==> src/rtl/jtframe_mist_spihost.sv <==
// Byte-level SPI mode-0 master that stands in for the MiST ARM controller on the core's SPI bus.
// Frames come from a valid/ready byte stream; every byte sent returns the byte clocked in from SPI_DO.
module jtframe_mist_spihost #(
  parameter int SCK_DIV = 4
) (
  input  logic       clk,
  input  logic       rst_n,
  input  logic       in_valid,
  output logic       in_ready,
  input  logic [7:0] in_data,
  input  logic [1:0] in_sel,
  input  logic       in_last,
  output logic       out_valid,
  output logic [7:0] out_data,
  output logic       busy,
  output logic       SPI_SCK,
  output logic       SPI_DI,
  input  logic       SPI_DO,
  output logic       CONF_DATA0,
  output logic       SPI_SS2,
  output logic       SPI_SS3,
  output logic       SPI_SS4
);
  typedef enum logic [2:0] {S_IDLE, S_SETUP, S_SHIFT, S_WAIT, S_HOLD, S_GAP} state_t;

  localparam logic [7:0] DIV_LAST = 8'(SCK_DIV - 1);

  state_t     state, state_nx;
  logic [7:0] div_cnt, div_cnt_nx;
  logic [2:0] bit_cnt, bit_cnt_nx;
  logic [7:0] tx_sr, tx_sr_nx;
  logic [7:0] rx_sr, rx_sr_nx;
  logic [7:0] rx_byte, rx_byte_nx;
  logic [3:0] ss_n, ss_n_nx;
  logic       last, last_nx;
  logic       sck, sck_nx;
  logic       mosi, mosi_nx;
  logic       ready, ready_nx;
  logic       ov, ov_nx;
  logic       accept, div_end;

  assign accept  = in_valid & ready;
  assign div_end = (div_cnt == DIV_LAST);

  always_comb begin
    state_nx   = state;
    div_cnt_nx = div_cnt + 8'd1;
    bit_cnt_nx = bit_cnt;
    tx_sr_nx   = tx_sr;
    rx_sr_nx   = rx_sr;
    rx_byte_nx = rx_byte;
    ss_n_nx    = ss_n;
    last_nx    = last;
    sck_nx     = sck;
    mosi_nx    = mosi;
    ov_nx      = 1'b0;
    unique case (state)
      S_IDLE: begin
        div_cnt_nx = 8'd0;
        ss_n_nx    = 4'hF;
        sck_nx     = 1'b0;
        if (accept) begin
          ss_n_nx  = ~(4'b0001 << in_sel);
          tx_sr_nx = in_data;
          mosi_nx  = in_data[7];
          last_nx  = in_last;
          state_nx = S_SETUP;
        end
      end
      // select stays asserted; the target was fixed by the frame's first byte
      S_WAIT: begin
        div_cnt_nx = 8'd0;
        sck_nx     = 1'b0;
        if (accept) begin
          tx_sr_nx = in_data;
          mosi_nx  = in_data[7];
          last_nx  = in_last;
          state_nx = S_SETUP;
        end
      end
      S_SETUP: begin
        if (div_end) begin
          div_cnt_nx = 8'd0;
          bit_cnt_nx = 3'd0;
          sck_nx     = 1'b1;
          rx_sr_nx   = {rx_sr[6:0], SPI_DO};
          state_nx   = S_SHIFT;
        end
      end
      S_SHIFT: begin
        if (div_end) begin
          div_cnt_nx = 8'd0;
          if (sck) begin
            sck_nx = 1'b0;
            if (bit_cnt == 3'd7) begin
              ov_nx      = 1'b1;
              rx_byte_nx = rx_sr;
              state_nx   = last ? S_HOLD : S_WAIT;
            end else begin
              tx_sr_nx = {tx_sr[6:0], 1'b0};
              mosi_nx  = tx_sr[6];
            end
          end else begin
            sck_nx     = 1'b1;
            rx_sr_nx   = {rx_sr[6:0], SPI_DO};
            bit_cnt_nx = bit_cnt + 3'd1;
          end
        end
      end
      S_HOLD: begin
        if (div_end) begin
          div_cnt_nx = 8'd0;
          bit_cnt_nx = 3'd0;
          ss_n_nx    = 4'hF;
          state_nx   = S_GAP;
        end
      end
      // gap is two divider periods; bit_cnt[0] marks the second one so div_cnt stays 8 bits
      S_GAP: begin
        if (div_end) begin
          div_cnt_nx = 8'd0;
          if (bit_cnt[0]) state_nx = S_IDLE;
          else            bit_cnt_nx = 3'd1;
        end
      end
      default: state_nx = S_IDLE;
    endcase
    ready_nx = (state_nx == S_IDLE) || (state_nx == S_WAIT);
  end

  always_ff @(posedge clk) begin
    if (!rst_n) begin
      state   <= S_IDLE;
      div_cnt <= 8'd0;
      bit_cnt <= 3'd0;
      tx_sr   <= 8'd0;
      rx_sr   <= 8'd0;
      rx_byte <= 8'd0;
      ss_n    <= 4'hF;
      last    <= 1'b0;
      sck     <= 1'b0;
      mosi    <= 1'b0;
      ready   <= 1'b0;
      ov      <= 1'b0;
    end else begin
      state   <= state_nx;
      div_cnt <= div_cnt_nx;
      bit_cnt <= bit_cnt_nx;
      tx_sr   <= tx_sr_nx;
      rx_sr   <= rx_sr_nx;
      rx_byte <= rx_byte_nx;
      ss_n    <= ss_n_nx;
      last    <= last_nx;
      sck     <= sck_nx;
      mosi    <= mosi_nx;
      ready   <= ready_nx;
      ov      <= ov_nx;
    end
  end

  assign in_ready   = ready;
  assign out_valid  = ov;
  assign out_data   = rx_byte;
  assign busy       = (state != S_IDLE);
  assign SPI_SCK    = sck;
  assign SPI_DI     = mosi;
  assign CONF_DATA0 = ss_n[0];
  assign SPI_SS2    = ss_n[1];
  assign SPI_SS3    = ss_n[2];
  assign SPI_SS4    = ss_n[3];
endmodule

==> config.mk <==
export PLATFORM = sky130hd
export DESIGN_NAME = jtframe_mist_spihost
export DESIGN_NICKNAME = d
export VERILOG_FILES = /design/src/rtl/jtframe_mist_spihost.sv
export SDC_FILE = /design/constraint.sdc
export NUM_CORES = 1
export LEC_CHECK = 0
export BUFFER_PORTS_ARGS = -buffer_cell sky130_fd_sc_hd__clkbuf_2
export CAP_MARGIN = 20
export CORE_ASPECT_RATIO = 1.2
export CORE_UTILIZATION = 56
export DETAILED_ROUTE_END_ITERATION = 7
export HOLD_SLACK_MARGIN = 0.12
export PLACE_DENSITY = 0.79
export SLEW_MARGIN = 30
export SYNTH_ARGS = -nofsm -noshare
export SYNTH_HDL_FRONTEND = slang
export SYNTH_SLANG_ARGS = --single-unit
==> constraint.sdc <==
create_clock -name clk -period 2.8 [get_ports clk]
set_input_delay 0.42 -clock clk [delete_from_list [all_inputs] [get_ports clk]]
set_output_delay 0.42 -clock clk [all_outputs]
set_load 0.005 [all_outputs]
==> metrics.txt, run 1 <==
Critical Path RT 2970 ps; yosys synthesis warning count 0; crit path from div_cnt[0]; Clock Path Buffers 2; via count 1723; sequential fraction of the synthesis area 0.428; CTS sink cnt 46; crit path cell chain ha_1 > nor4b_4 > nand2_1 > or3_1 > mux2i_1 > nor2_1; crit path launch type flip-flop; Final Hold Vio Count 0; Worst R2R Start div_cnt[0]; Residual DRC 0; fmax 436 MHz; CP Capture Type flip-flop; initial drt markers 84; GRT overflow 0; placed cell count 311; maximum vdd ir drop 0.000369 V; Diodes inserted 0; Leak 1.07 nW; vias in the first global route 1530; Die W 58.6 um; R2R depth 6; post-cts hold buffer count 0; via/cell ratio 5.40; Pre-antenna DRT Iters 4; Worst Hold Slack 350 ps; Setup violations, final 0; period utilization 0.819; pin count of the biggest net entering global routing 21; post-synthesis register bit count 46; share of the synthesized area in the top cell type 0.428; Max Cap Violations 0; Rows 24; Avg Cell Area, Syn 9.00 um^2; initial antenna violation count 0; CTS tree yes; Worst slew margin 0.537; count of final max-slew check failures 0; die footprint 4090 um^2; H-tree levels 2; commonest non-fill, non-tap cell in the layout dfxtp_1; CP max stage cell or3_1; DRT antenna net count 0; area leader, netlist dfxtp_1; Placer Congestion 0.810; Mapped Area 2150 um^2; CP Capture Point rx_sr[3]; worst min path class primary input to flip-flop; Root Driver clkbuf_8; routed wire length per instance 12.4 um; die height 69.9 um; Layout Nets 284; cell count after synthesis 239; Core Area 3660 um^2; Pwr Density 519 nW/um^2; crit-path max cell delay 610 ps; CTS Buf Count 5; syn_nets 257; fraction of layout cells with a size suffix above 1 0.191; FILL cells 329; Worst-path clk slew 90 ps; crit-path max FO 8; drt total wl 3950 um; synth unique cells 43; Synth area leaders dfxtp_1 (43%), mux2i_1 (10%), nor2_1 (7.7%); Synth-to-Final Area Change 12.9%; IO Count 32; post-CTS sizing 0; Tightest Pin Transition 694 ps; setup tns final 0 ps; commonest cells after routing, fill and taps aside dfxtp_1 (46), nor2_1 (44), clkbuf_2 (31); slack of the worst reg-to-reg path 510 ps; Post-CTS Setup Bufs 0; Port Buffer Count 31; Reg2Reg Capture Point rx_sr[3]; clk_lat worst skew 300 ps; initial core utilization 0.587; Layout Cells excl Fill 319; crit path kind flip-flop to flip-flop; first-pass GRT wire length 6880 um; GRT Util Overall 0.216; Worst Skew 8.52 ps; RSZ-0062 raised after global routing false; status finished clean; dpl hpwl 2690 um; min Tclk post-route 2290 ps; Worst Path Arrival 2460 ps
## synthesized netlist by cell type
library cell,number
a311o_1,1
or4b_1,1
a21o_1,2
nor3_1,5
or3b_1,1
or3_1,3
a31oi_1,1
dfxtp_1,46
nand2b_1,2
nor2b_1,2
nor4_2,1
nand3b_1,3
clkbuf_1,9
o31a_1,1
nor4b_1,1
ha_1,3
and3_1,3
nor4b_4,1
a21oi_1,9
nand3_1,9
a2bb2oi_1,1
nor3b_4,1
nor3b_1,2
o221a_2,1
nand2_1,24
a31o_2,1
a311oi_2,3
o21a_1,3
a311oi_1,4
buf_6,3
nor2_1,44
o211ai_1,1
a41oi_1,1
nand4b_1,1
xor2_1,5
nand4_1,1
buf_2,3
xnor2_1,1
inv_1,4
o21ai_1,1
mux2i_1,22
a2bb2oi_4,1
o21ai_0,7
## cell families after synthesis
group | share of synthesized area
xor+xnor | 0.0244
compound gates | 0.139
fa+ha+maj | 0.0175
buf+inv | 0.0454
flops | 0.428
simple gates | 0.243
mux | 0.102
## worst max-delay path, delay by kind of cell (launching register included)
family | cells | cell delay (ps)
muxes | 1 | 220
adders and majority gates | 1 | 280
and+or+nand+nor | 4 | 1270
DFF | 1 | 390
## worst min path at each step
stage                     startpoint    endpoint  slack, ps  depth (start not counted)
after floorplan           div_cnt[0]  div_cnt[0]        440                          1
after global placement    div_cnt[0]  div_cnt[0]        450                          1
after detailed placement    tx_sr[0]    tx_sr[0]        460                          2
after CTS                 in_data[0]    tx_sr[0]        350                          3
after global routing          SPI_DO    rx_sr[0]        360                          3
final                     in_data[0]    tx_sr[0]        350                          3
## report_power, final
part | internal, W | total, W | switching, W
combinational | 0.0000416 | 0.0000886 | 0.0000470
sequential | 0.000668 | 0.000682 | 0.0000137
clock | 0.000266 | 0.000491 | 0.000224
## state kept, by name, summed over array words and instances (netlist names), 3 cells and up
register / flops
tx_sr: 7
out_data: 8
state: 3
bit_cnt: 3
rx_sr: 8
ss_n: 4
div_cnt: 8
## final cells by class
class / instances / area [um^2] / area share
multi-input cells: 174 / 1130 / 0.466
repair buffers: 35 / 185 / 0.0762
flip-flops and latches: 46 / 921 / 0.379
clock inverters: 2 / 37.5 / 0.0155
inverters: 4 / 15.0 / 0.00618
clock buffers: 6 / 72.6 / 0.0299
well taps: 52 / 65.1 / 0.0268
## stage by stage
| stage | setup slack (ps) | power (W) | util | instance area (um^2) |
|---|---|---|---|---|
| floorplan | 842 | 0.000760 | - | 2150 |
| global placement | 535 | 0.000784 | 0.633 | 2320 |
| detailed placement | 527 | 0.000785 | 0.633 | 2320 |
| CTS | 501 | 0.00127 | 0.663 | 2430 |
| global route | 288 | 0.00131 | 0.663 | 2430 |
| finish | 508 | 0.00126 | 0.663 | 2430 |
## layer usage
| layer | wire length (um) | track usage |
|---|---|---|
| met5 | 0 | 0 |
| met4 | 62 | 0.0794 |
| met3 | 110 | 0.0444 |
| met2 | 1900 | 0.350 |
| met1 | 1880 | 0.280 |
Note: power is estimated with default switching activity, not from simulation.
==> inputs of run 2 (changes only) <==
CORE_UTILIZATION = 50   (was 56)
PLACE_DENSITY = 0.74   (was 0.79)
clock period = 2 ns   (was 2.8 ns; I/O delays follow)
==> run 2 against run 1 <==
Final area is 6.5% higher. Sequential share of layout area is 2.3 points lower. Critical path type unchanged. Highest routed layer unchanged. Sequential cell count stayed put. Cell count is 5.6% higher. Critical endpoint is now out_data[1]. Largest power group unchanged.
==> metrics.txt, run 2 (synthesized netlist as in run 1, its figures left out) <==
status finished clean; crit path kind flip-flop to flip-flop; HP Start SPI_DO; min Tclk post-route 1840 ps (-448 ps); via count 1794 (+4.1%); die footprint 4570 um^2 (+12%); Worst Hold Depth 3 (unchanged); CP Capture Type flip-flop; Sw Pwr 0.000404 W (+42%); Tightest Pin Transition 469 ps (-225 ps); via/cell ratio 5.32 (-1.4%); Pre-antenna DRT Iters 4 (unchanged); Layout Cells excl Fill 337 (+5.6%); Port Buffer Count 31 (unchanged); R2R depth 7 (+1); worst min path class primary input to flip-flop; Layout Nets 300 (+5.6%); pin count of the biggest net entering global routing 27 (+29%); Pwr Density 689 nW/um^2 (+33%); fraction of layout cells with a size suffix above 1 0.251 (+0.0599); slack of the worst reg-to-reg path 160 ps (-350 ps); setup tns final 0 ps (unchanged); Sw Ratio 0.226 (+0.000321); Max Cap Violations 0 (unchanged); count of final max-slew check failures 0 (unchanged); Core Area 4040 um^2 (+10%); placed cell count 328 (+5.5%); Worst R2R Start div_cnt[0]; Most Crowded Layer GR met2; clk_lat worst skew 300 ps (about the same); GRT Util Overall 0.200 (-0.0154); vias in the first global route 1619 (+5.8%); Leak 1.17 nW (+9.3%); initial antenna violation count 0 (unchanged); Die W 61.9 um (+5.6%); Worst Hold Slack 232 ps (-118 ps); Clock Path Buffers 2 (unchanged); Critical Path RT 2190 ps (-780 ps); Placer Congestion 0.785 (-3.1%); Clock power frac 0.387 (-0.002); P_int 0.00138 W (+41%); met2 Use GR 0.332 (-0.0178); initial drt markers 46 (-45%); CTS tree yes; area occupied by registers 921 um^2 (unchanged); Reg2Reg Capture Point out_data[1]; final core occ 0.641 (-0.0220); area occupied by multi-input gates 1150 um^2 (+1.4%); global routing usage on met1 0.233 (-0.0468); Rows 25 (+4.2%); CTS sink cnt 46 (unchanged); Gate power share 0.081 (+0.011); Worst Skew 4.05 ps (-4.47 ps); part of the power in registers 0.532 (-0.009); initial core utilization 0.533 (-0.0541); GRT overflow 0 (unchanged); Residual DRC 0 (unchanged); Root Driver clkbuf_8; H-tree levels 2 (unchanged); Final Hold Vio Count 0 (unchanged); DP Area 2430 um^2 (+5.0%); commonest non-fill, non-tap cell in the layout dfxtp_1; CTS Buf Count 5 (unchanged); first-pass GRT wire length 6770 um (-1.6%); Worst slew margin 0.685 (+0.148); fmax 542 MHz (+24%); Worst-path clk slew 80 ps (about the same); DRT antenna net count 0 (unchanged); IO Count 32 (unchanged); maximum vdd ir drop 0.000439 V (+19%); routed wire length per instance 12.4 um (about the same); met3 Use GR 0.0581 (+0.0137); RSZ-0062 raised after global routing false; Setup violations, final 0 (unchanged); Diodes inserted 0 (unchanged); Worst Path Arrival 2030 ps (-430 ps); dpl hpwl 2870 um (+6.9%); crit-path max FO 9 (+1); drt total wl 4180 um (+5.6%); period utilization 0.922 (+0.104); commonest cells after routing, fill and taps aside dfxtp_1 (46), nor2_1 (43), clkbuf_2 (31); post-route cell area 2590 um^2 (+6.5%); die height 73.8 um (+5.7%); FILL cells 345 (+4.9%); Synth-to-Final Area Change 20.2%; Hold Path End rx_sr[0]; crit path launch type flip-flop
==> run 2: per-stage QoR <==
step                      total power, W  setup slack (ps)
after CTS                        0.00180              72.0
final                            0.00178               155
after global routing             0.00186              8.26
after global placement           0.00110              90.4
after detailed placement         0.00111              1.11
after floorplan                  0.00106              42.1
==> run 2: repair_timing <==
action	4_1_cts	5_1_grt
endpoints found under the setup margin	1	22
pin swaps	0	1
gates resized for setup	1	5
hold buffers	0	0
buffers inserted	0	1
==> run 2: worst max-delay path by stage <==
stage,start,endpoint,slack [ps],cells past startpoint
4_1_cts,div_cnt[0],out_data[1],70,7
5_1_grt,div_cnt[0],out_data[1],8,7
3_5_place_dp,div_cnt[0],out_data[1],1,7
3_3_place_gp,div_cnt[0],out_data[3],90,7
6_report,div_cnt[0],out_data[1],160,7
2_1_floorplan,div_cnt[0],rx_sr[6],40,7
==> run 2: cell type report <==
cell class                 instances  area share
timing repair buffer              51       0.124
clock buffer                       5      0.0266
clock inverter                     3      0.0169
sequential                        46       0.356
tap                               54      0.0261
inverter                           4     0.00581
multi-input combinational        174       0.444
==> run 2: critical path, stage by stage (launching register included) <==
cell,delay [ps]
dfxtp_1,340
ha_1,190
or4b_4,490
nor2_4,180
nand4_1,120
buf_6,180
mux2i_1,160
nor2_1,60
==> run 2: routing by layer <==
layer / part of all wire / up-vias
met1: 0.45 / 827
met2: 0.49 / 34
met5: 0 / -
met3: 0.035 / 11
li1: - / 922
met4: 0.023 / 0
==> run 2: power by group through the flow <==
stage               clock network (W)  registers, W  logic [W]
global placement                    0      0.000970   0.000135
global route                 0.000741      0.000952   0.000163
finish                       0.000690      0.000949   0.000145
floorplan                           0      0.000967  0.0000975
detailed placement                  0      0.000970   0.000137
CTS                          0.000711      0.000949   0.000138
